<file path="src/rtl/mips_pkg.sv">
// Shared definitions for the single-issue MIPS core.
//   - opcode and funct encodings used by fetch, decode and control
//   - instruction field positions
//   - fetch front-end FSM state type
package mips_pkg;

    localparam int INSTR_W = 32;

    // Instruction field positions
    localparam int OP_MSB     = 31;
    localparam int OP_LSB     = 26;
    localparam int FUNCT_MSB  = 5;
    localparam int FUNCT_LSB  = 0;
    localparam int TARGET_MSB = 25;
    localparam int IMM_MSB    = 15;

    // Opcodes
    localparam logic [5:0] OP_RTYPE = 6'b000000;
    localparam logic [5:0] OP_J     = 6'b000010;
    localparam logic [5:0] OP_BEQ   = 6'b000100;
    localparam logic [5:0] OP_ADDI  = 6'b001000;
    localparam logic [5:0] OP_LW    = 6'b100011;
    localparam logic [5:0] OP_SW    = 6'b101011;

    // R-type funct codes
    localparam logic [5:0] FUNCT_ADD = 6'b100000;
    localparam logic [5:0] FUNCT_SUB = 6'b100010;
    localparam logic [5:0] FUNCT_AND = 6'b100100;
    localparam logic [5:0] FUNCT_OR  = 6'b100101;
    localparam logic [5:0] FUNCT_NOR = 6'b100111;
    localparam logic [5:0] FUNCT_SLT = 6'b101010;

    // Fetch FSM: waiting on memory, or holding an instruction for decode
    typedef enum logic [0:0] {
        S_REQ  = 1'b0,
        S_HOLD = 1'b1
    } fetch_state_t;

endpackage

</file>
<file path="src/rtl/pc_next_logic.sv">
// Combinational next-PC selection for a retiring instruction.
// Ports:
//   pc_plus4  in  WIDTH  address following the retiring instruction
//   instr     in  WIDTH  retiring instruction word
//   Jump      in  1      take the J-format target (highest priority)
//   Branch    in  1      conditional branch instruction
//   Zero      in  1      ALU zero flag; branch taken when Branch && Zero
//   next_pc   out WIDTH  address of the next instruction to fetch
module pc_next_logic
    import mips_pkg::*;
#(
    parameter int WIDTH = 32
) (
    input  logic [WIDTH-1:0] pc_plus4,
    input  logic [WIDTH-1:0] instr,
    input  logic             Jump,
    input  logic             Branch,
    input  logic             Zero,
    output logic [WIDTH-1:0] next_pc
);

    logic [WIDTH-1:0] imm_sext;
    logic [WIDTH-1:0] jump_target;
    logic [WIDTH-1:0] branch_target;
    // Opcode bits play no part in target arithmetic
    logic             unused_op_bits;

    assign imm_sext[IMM_MSB:0] = instr[IMM_MSB:0];

    genvar gi;
    generate
        for (gi = IMM_MSB + 1; gi < WIDTH; gi++) begin : g_sext
            assign imm_sext[gi] = instr[IMM_MSB];
        end
    endgenerate

    // Pseudo-direct jump: top nibble comes from the sequential address
    assign jump_target   = {pc_plus4[WIDTH-1:WIDTH-4], instr[TARGET_MSB:0], 2'b00};
    // Word offset; addition wraps naturally at WIDTH bits
    assign branch_target = pc_plus4 + {imm_sext[WIDTH-3:0], 2'b00};

    assign unused_op_bits = ^instr[OP_MSB:OP_LSB];

    always_comb begin
        next_pc = pc_plus4;
        if (Jump) begin
            next_pc = jump_target;
        end else if (Branch && Zero) begin
            next_pc = branch_target;
        end
    end

endmodule

</file>
<file path="src/rtl/instr_fetch_unit.sv">
// Instruction fetch front end: holds the PC, fetches one word at a time
// over a req/ack memory handshake and presents it to decode over a
// valid/ready handshake. On retire the PC advances to the sequential,
// branch or jump target.
// Ports:
//   clk, rst                  clock, synchronous active-high reset
//   imem_req/imem_addr        fetch request and address (= pc)
//   imem_ack/imem_rdata       memory response, accepted only while requesting
//   instr/OP/Funct            captured instruction and its opcode/funct fields
//   instr_valid/instr_ready   decode handshake; both high = retire
//   Jump/Branch/Zero          control inputs, sampled only on retire
//   pc/pc_plus4               address of held instruction and its successor
//   instr_count               retired-instruction counter (wraps)
module instr_fetch_unit
    import mips_pkg::*;
#(
    parameter int               WIDTH    = 32,
    parameter logic [WIDTH-1:0] RESET_PC = 32'h0000_0000
) (
    input  logic             clk,
    input  logic             rst,
    output logic             imem_req,
    output logic [WIDTH-1:0] imem_addr,
    input  logic             imem_ack,
    input  logic [WIDTH-1:0] imem_rdata,
    output logic [WIDTH-1:0] instr,
    output logic [5:0]       OP,
    output logic [5:0]       Funct,
    output logic             instr_valid,
    input  logic             instr_ready,
    input  logic             Jump,
    input  logic             Branch,
    input  logic             Zero,
    output logic [WIDTH-1:0] pc,
    output logic [WIDTH-1:0] pc_plus4,
    output logic [WIDTH-1:0] instr_count
);

    fetch_state_t     state_reg, state_next;
    logic [WIDTH-1:0] pc_reg;
    logic [WIDTH-1:0] instr_reg;
    logic [WIDTH-1:0] count_reg;
    logic [WIDTH-1:0] pc_next;
    logic             capture;
    logic             retire;

    assign pc_plus4 = pc_reg + WIDTH'(4);

    pc_next_logic #(
        .WIDTH (WIDTH)
    ) u_pc_next (
        .pc_plus4 (pc_plus4),
        .instr    (instr_reg),
        .Jump     (Jump),
        .Branch   (Branch),
        .Zero     (Zero),
        .next_pc  (pc_next)
    );

    always_comb begin
        state_next  = state_reg;
        imem_req    = 1'b0;
        instr_valid = 1'b0;
        capture     = 1'b0;
        retire      = 1'b0;
        case (state_reg)
            S_REQ: begin
                imem_req = 1'b1;
                if (imem_ack) begin
                    capture    = 1'b1;
                    state_next = S_HOLD;
                end
            end
            S_HOLD: begin
                instr_valid = 1'b1;
                // imem_ack is deliberately ignored here
                if (instr_ready) begin
                    retire     = 1'b1;
                    state_next = S_REQ;
                end
            end
            default: state_next = S_REQ;
        endcase
    end

    always_ff @(posedge clk) begin
        if (rst) begin
            state_reg <= S_REQ;
            pc_reg    <= RESET_PC;
            instr_reg <= '0;
            count_reg <= '0;
        end else begin
            state_reg <= state_next;
            if (capture) begin
                instr_reg <= imem_rdata;
            end
            // Jump/Branch/Zero only influence state here, so their value
            // in any other cycle is irrelevant
            if (retire) begin
                pc_reg    <= pc_next;
                count_reg <= count_reg + WIDTH'(1);
            end
        end
    end

    assign imem_addr   = pc_reg;
    assign pc          = pc_reg;
    assign instr       = instr_reg;
    assign OP          = instr_reg[OP_MSB:OP_LSB];
    assign Funct       = instr_reg[FUNCT_MSB:FUNCT_LSB];
    assign instr_count = count_reg;

endmodule

</file>
<file path="config.mk">
export PLATFORM = sky130hd
export DESIGN_NAME = instr_fetch_unit
export DESIGN_NICKNAME = d
export VERILOG_FILES = /design/src/rtl/mips_pkg.sv /design/src/rtl/pc_next_logic.sv /design/src/rtl/instr_fetch_unit.sv
export SDC_FILE = /design/constraint.sdc
export NUM_CORES = 1
export LEC_CHECK = 0
export BUFFER_PORTS_ARGS = -buffer_cell sky130_fd_sc_hd__buf_2
export CAP_MARGIN = 20
export CORE_MARGIN = 5
export CORE_UTILIZATION = 45
export CTS_CLUSTER_SIZE = 40
export DETAILED_ROUTE_END_ITERATION = 16
export PLACE_DENSITY = 0.78
export SLEW_MARGIN = 10
export SYNTH_ARGS = -nofsm -noshare
export SYNTH_HDL_FRONTEND = slang
export SYNTH_SLANG_ARGS = --single-unit
</file>
<file path="constraint.sdc">
create_clock -name clk -period 8 [get_ports clk]
set_input_delay 1.6 -clock clk [delete_from_list [all_inputs] [get_ports clk]]
set_output_delay 1.6 -clock clk [all_outputs]
set_load 0.02 [all_outputs]
</file>
Word-level counts from Yosys, hierarchy flattened
Cells that the tools add are included.
{"block": "totals", "reg_bits": 97, "elab_cells": 19}
{"block": "classes", "add_sub_neg": 3, "mux": 10, "bitwise": 1, "reduce_logical": 1}
{"cell": "$mux 32", "n": 2}
{"cell": "$add 32x1->32 const B", "n": 1}
{"cell": "$add 32x3->32 const B", "n": 1}
{"cell": "$add 32x32->32", "n": 1}
{"cell": "$mux 1", "n": 7}
{"cell": "$pmux 1 s2", "n": 1}
{"cell": "$logic_and 1x1->1", "n": 1}
{"cell": "$not 1->1", "n": 1}

Longest topological paths before layout
{"block": "logic_depth", "ltp_word": 4, "mapped_depth": 17, "ltp_nobuf": 16}

By module
From an unflattened synthesis, not the netlist that was laid out.
{"block": "hier_totals", "hier_cells": 918, "hier_area_um2": 6771.5}
{"module": "instr_fetch_unit", "n_inst": 1, "cells_each": 594, "area_per_inst_um2": 4631.9, "seq_area_each_um2": 1941.9}
{"module": "pc_next_logic", "n_inst": 1, "cells_each": 324, "area_per_inst_um2": 2139.6, "seq_area_each_um2": 0.0}

Least setup slack after synthesis
Ideal clock, no wire load.
{"block": "synth_path", "path_type": "flip-flop to flip-flop", "from": "register pc_reg[7] (netlist: imem_addr[7])", "to": "register pc_reg[23] (netlist: imem_addr[23])", "setup_ns": 0.117, "arrival_time_ns": 3.797, "required_ns": 7.883, "setup_slack_ns": 4.086, "path_stages_with_launch": 16, "n_path_buf": 0, "period_less_slack_ns": 3.914, "cell_sequence": "dfxtp_1 and4_4 nand4_4 nor2_1 nand3_1 xnor2_1 ha_1 a21o_1 a211o_1 o2111ai_2 nand3_1 a21o_1 a21oi_1 xor2_1 o211ai_1 a32o_1"}
{"block": "synth_via", "elab_chain_cells": 4}
{"item": "from (decl)", "line": "instr_fetch_unit.sv:40", "source": "logic [WIDTH-1:0] pc_reg;"}
{"item": "from (signal assigned)", "line": "instr_fetch_unit.sv:100", "source": "pc_reg <= pc_next;"}
{"item": "$add 32x3->32", "line": "instr_fetch_unit.sv:47", "source": "assign pc_plus4 = pc_reg + WIDTH'(4);"}
{"item": "net pc_plus4[16]", "line": "instr_fetch_unit.sv:35", "source": "output logic [WIDTH-1:0] pc_plus4,"}
{"item": "$add 32x32->32", "line": "pc_next_logic.sv:40", "source": "assign branch_target = pc_plus4 + {imm_sext[WIDTH-3:0], 2'b00};"}
{"item": "$mux 32", "line": "pc_next_logic.sv:48", "source": "end else if (Branch && Zero) begin"}
{"item": "$mux 32", "line": "pc_next_logic.sv:46", "source": "if (Jump) begin"}
The timed path passes the listed nets, and every way through them passes these cells.
A chain may end at the register's enable or synchronous reset.

Final worst setup path
{"block": "layout_path", "from": "register pc_reg[2] (netlist: imem_addr[2])", "to": "output pc_plus4[28]"}
{"block": "layout_via", "elab_chain_cells": 1}
{"item": "$add 32x3->32", "line": "instr_fetch_unit.sv:47"}
{"item": "to (decl)", "line": "instr_fetch_unit.sv:35"}
Every way passes these cells.

==> impl_metrics.tcl <==
set metrics [dict create \
    path_buf_inv 1 \
    multi_input_area_sq_um 4081 \
    crit_fanout 8 \
    drt_wl_total_mm 19.64 \
    fin_setup_tns_ns 0 \
    tightestPinTransition_ns 1.030 \
    synth_top_area_share_pct 28.99 \
    drive_gt1_share_pct 25.48 \
    wl_met2_mm 9.223 \
    min_period_ns 4.271 \
    n_antenna_cell 0 \
    synth_area_sq_um 6560 \
    synth_seq_area_share_pct 28.99 \
    vias_per_cell 5.527 \
    max_stage_delay_ns 0.52 \
    status "complete, no violations" \
    cp.required_ns 6.40 \
    initial_core_util_pct 45.48 \
    drc 0 \
    clock.fmax_ghz 0.2341 \
    cts.clk_slew.worst_paths_ns 0.08 \
    holdWs_ns 0.4734 \
    rsz0062_at_grt "no" \
    cts_setup_buffers 0 \
    postPlaceCellArea_sq_um 7372 \
    finalClockSkew_ns 0.009702 \
    power_density_nw_per_um2 149.7 \
    routedWlPerCell_um 16.63 \
    finalNetCount 1069 \
    slew_viol_final 0 \
    synth_area_leaders "dfxtp_1, nand2_1, ha_1, a21oi_1, buf_4" \
    die_h_um 130.7 \
    hold_violations 0 \
    ant_nets 0 \
    syn_area_per_cell_sq_um 7.727 \
    wl_met1_mm 8.463 \
    peakVddDrop_v 0.00008948 \
    ios 213 \
    clockBufferDepth 2 \
    synth.largest_area_cell "dfxtp_1" \
    r2r_start "imem_addr[2]$_SDFFE_PP0P_" \
    dieArea_sq_um 17090 \
    cts_root_buf "clkbuf_16" \
    synth_ff_type "dfxtp_1" \
    grtUsageTotal_pct 22.15 \
    crit_type "register to primary output" \
    dr_total_vias 6527 \
    cts_sinks 95 \
    cts_tree "built" \
    cts_buffers 9 \
    ff2ff_path_depth 16 \
    endpoint_kind "primary output" \
    filler_cell_count 1403 \
    fp-row-count 44 \
    final-seq-area_sq_um 1902 \
    synthCells 849 \
    cts_resized 0 \
    relSlewSlack_pct 31.17 \
    area.growth.synth_to_final_pct 16.86 \
    whs_path_depth 2 \
    grt_pass1_vias 5862 \
    r2r-end "imem_addr[31]$_SDFFE_PP0P_" \
    drt_iter0_markers 538 \
    port_buffers 206 \
    maxUsedRoutingLayer "met4" \
    min_period_over_period_pct 53.39 \
    path_cells "ha_1 > nand2_1 > nor4b_4 > and3_1 > nand3_1 > xnor2_1 > buf_2" \
    crit_family "simple AND/OR/NAND/NOR gates" \
    cts_max_level 3 \
    min_from "instr[26]$_SDFFE_PP0P_" \
    grt-ovfl-total 0 \
    cp.arrival_ns 2.67 \
    final_area_sq_um 7666 \
    async_flop_share_pct 0 \
    critPathSlowestCell "dfxtp_1" \
    setup_violations 0 \
    ys_ff_latch 95 \
    cap_violations 0 \
    synth_cell_types 74 \
    grt_first_pass_wirelength_mm 30.15 \
    antenna_found_initial 0 \
    hold_path.class "register to register" \
    place_hpwl_mm 14.57 \
    ys_warn_count 0 \
    postCtsHoldBufs 0 \
    core_area_sq_um 14420 \
    worst-r2r-setup-slack_ns 4.10 \
    die_w_um 130.7 \
    drt_first_pass_iters 5 \
    synth_enable_flop_cells 0 \
    met3_length_mm 1.453 \
    hold_path_end "instr[26]$_SDFFE_PP0P_" \
    power.leakage_nw 3.703 \
    gp_congestion 0.9091 \
    critPathLaunchType "register" \
    worstSkewPairLatency_ns 0.36 \
    grt_max_degree 94 \
]
## metrics by stage
step,worst slack (ns),instances,power [mW],util [%]
3_5_place_dp,4.106,1165,0.7248,51.11
4_1_cts,3.721,1181,1.154,53.15
2_1_floorplan,4.086,854,0.6683,-
3_3_place_gp,4.123,1165,0.7218,51.11
6_report,3.729,1181,1.147,53.15
5_1_grt,3.578,1181,1.195,53.15
## cell usage after synthesis, types with 3 or more instances
cell type,count
a21oi_2,5
buf_2,3
inv_1,21
o211ai_1,19
o21bai_1,6
a21oi_1,89
a211oi_1,6
clkbuf_1,29
nor2_1,75
nor3_1,5
and3_1,13
nand3_1,34
ha_1,37
xnor2_1,40
or3_1,8
xor2_1,38
nand2b_1,7
a21o_1,11
o211a_1,4
buf_4,51
o21a_1,5
nand2_1,140
and2_1,6
nand4_1,14
dfxtp_1,95
o21ai_1,4
o21ai_0,26
## cells in the final DEF, fill, tap and decap left out, types with 3 or more instances in the layout
cell type and instances:
and3_1 13, or3_1 8, a21o_1 11, o21bai_1 6, buf_2 206, xnor2_1 40
o21ai_0 26, and2_1 6, nand2_1 140, nor2_1 75, ha_1 37, nand2b_1 7
a21oi_1 89, o21a_1 5, conb_1 6, o211a_1 4, xor2_1 38, clkbuf_16 9
inv_8 3, nor3_1 5, nand3_1 34, nand4_1 14, inv_1 21, buf_4 6
a211oi_1 6, o21ai_1 4, a21oi_2 5, dfxtp_1 95, o211ai_1 19
## how the worst max path moves through the flow
| stage | startpoint | endpoint | cells after the start |
|---|---|---|---|
| after floorplan | imem_addr[7]$_SDFFE_PP0P_ | imem_addr[23]$_SDFFE_PP0P_ | 15 |
| after global placement | imem_addr[15]$_SDFFE_PP0P_ | pc_plus4[28] | 7 |
| after detailed placement | imem_addr[2]$_SDFFE_PP0P_ | pc_plus4[28] | 7 |
| after CTS | imem_addr[2]$_SDFFE_PP0P_ | pc_plus4[28] | 7 |
| after global routing | imem_addr[15]$_SDFFE_PP0P_ | pc_plus4[28] | 7 |
| final | imem_addr[2]$_SDFFE_PP0P_ | pc_plus4[28] | 7 |
## where the power goes
| part | internal, mW | switching, mW | leakage, nW |
|---|---|---|---|
| Combinational | 0.0690 | 0.136 | 2.78 |
| Sequential | 0.488 | 0.0227 | 0.772 |
| Clock | 0.221 | 0.211 | 0.146 |
| Total | 0.778 | 0.370 | 3.70 |
## worst reg2reg max path, stage by stage (launching register included)
cell,delay (ns)
dfxtp_1,0.52
ha_1,0.29
nand2_1,0.16
nor4b_4,0.44
nand3_1,0.15
xnor2_1,0.31
ha_1,0.37
a21o_1,0.19
a21oi_1,0.18
and2_1,0.14
nand4_1,0.15
a21oi_2,0.24
o21ai_1,0.11
a21oi_2,0.16
xnor2_1,0.10
o211ai_1,0.17
o311ai_1,0.11
## area by class of cell
cell class | instances | share of cell area (%)
Multi-Input combinational cell | 652 | 53.24
Timing Repair Buffer | 212 | 14.04
Clock buffer | 9 | 2.938
Sequential cell | 95 | 24.81
Inverter | 22 | 1.077
Tap cell | 184 | 3.003
Clock inverter | 7 | 0.8977
## layer usage
metal,track usage [%],up-vias
met2,35.97,260
met3,3.862,42
met4,8.409,0
met5,0,-
met1,29.45,3036
li1,-,3189
## cell families after synthesis
group / after synthesis / synth area share (%)
compound gates: 210 / 21.11
simple gates: 318 / 22.53
mux: 1 / 0.1716
other cells: 1 / 0.05716
buf+inv: 107 / 9.117
flops: 95 / 28.99
fa+ha+maj: 38 / 7.362
xor+xnor: 79 / 10.66
No activity file was read; power rests on OpenSTA's default activity.
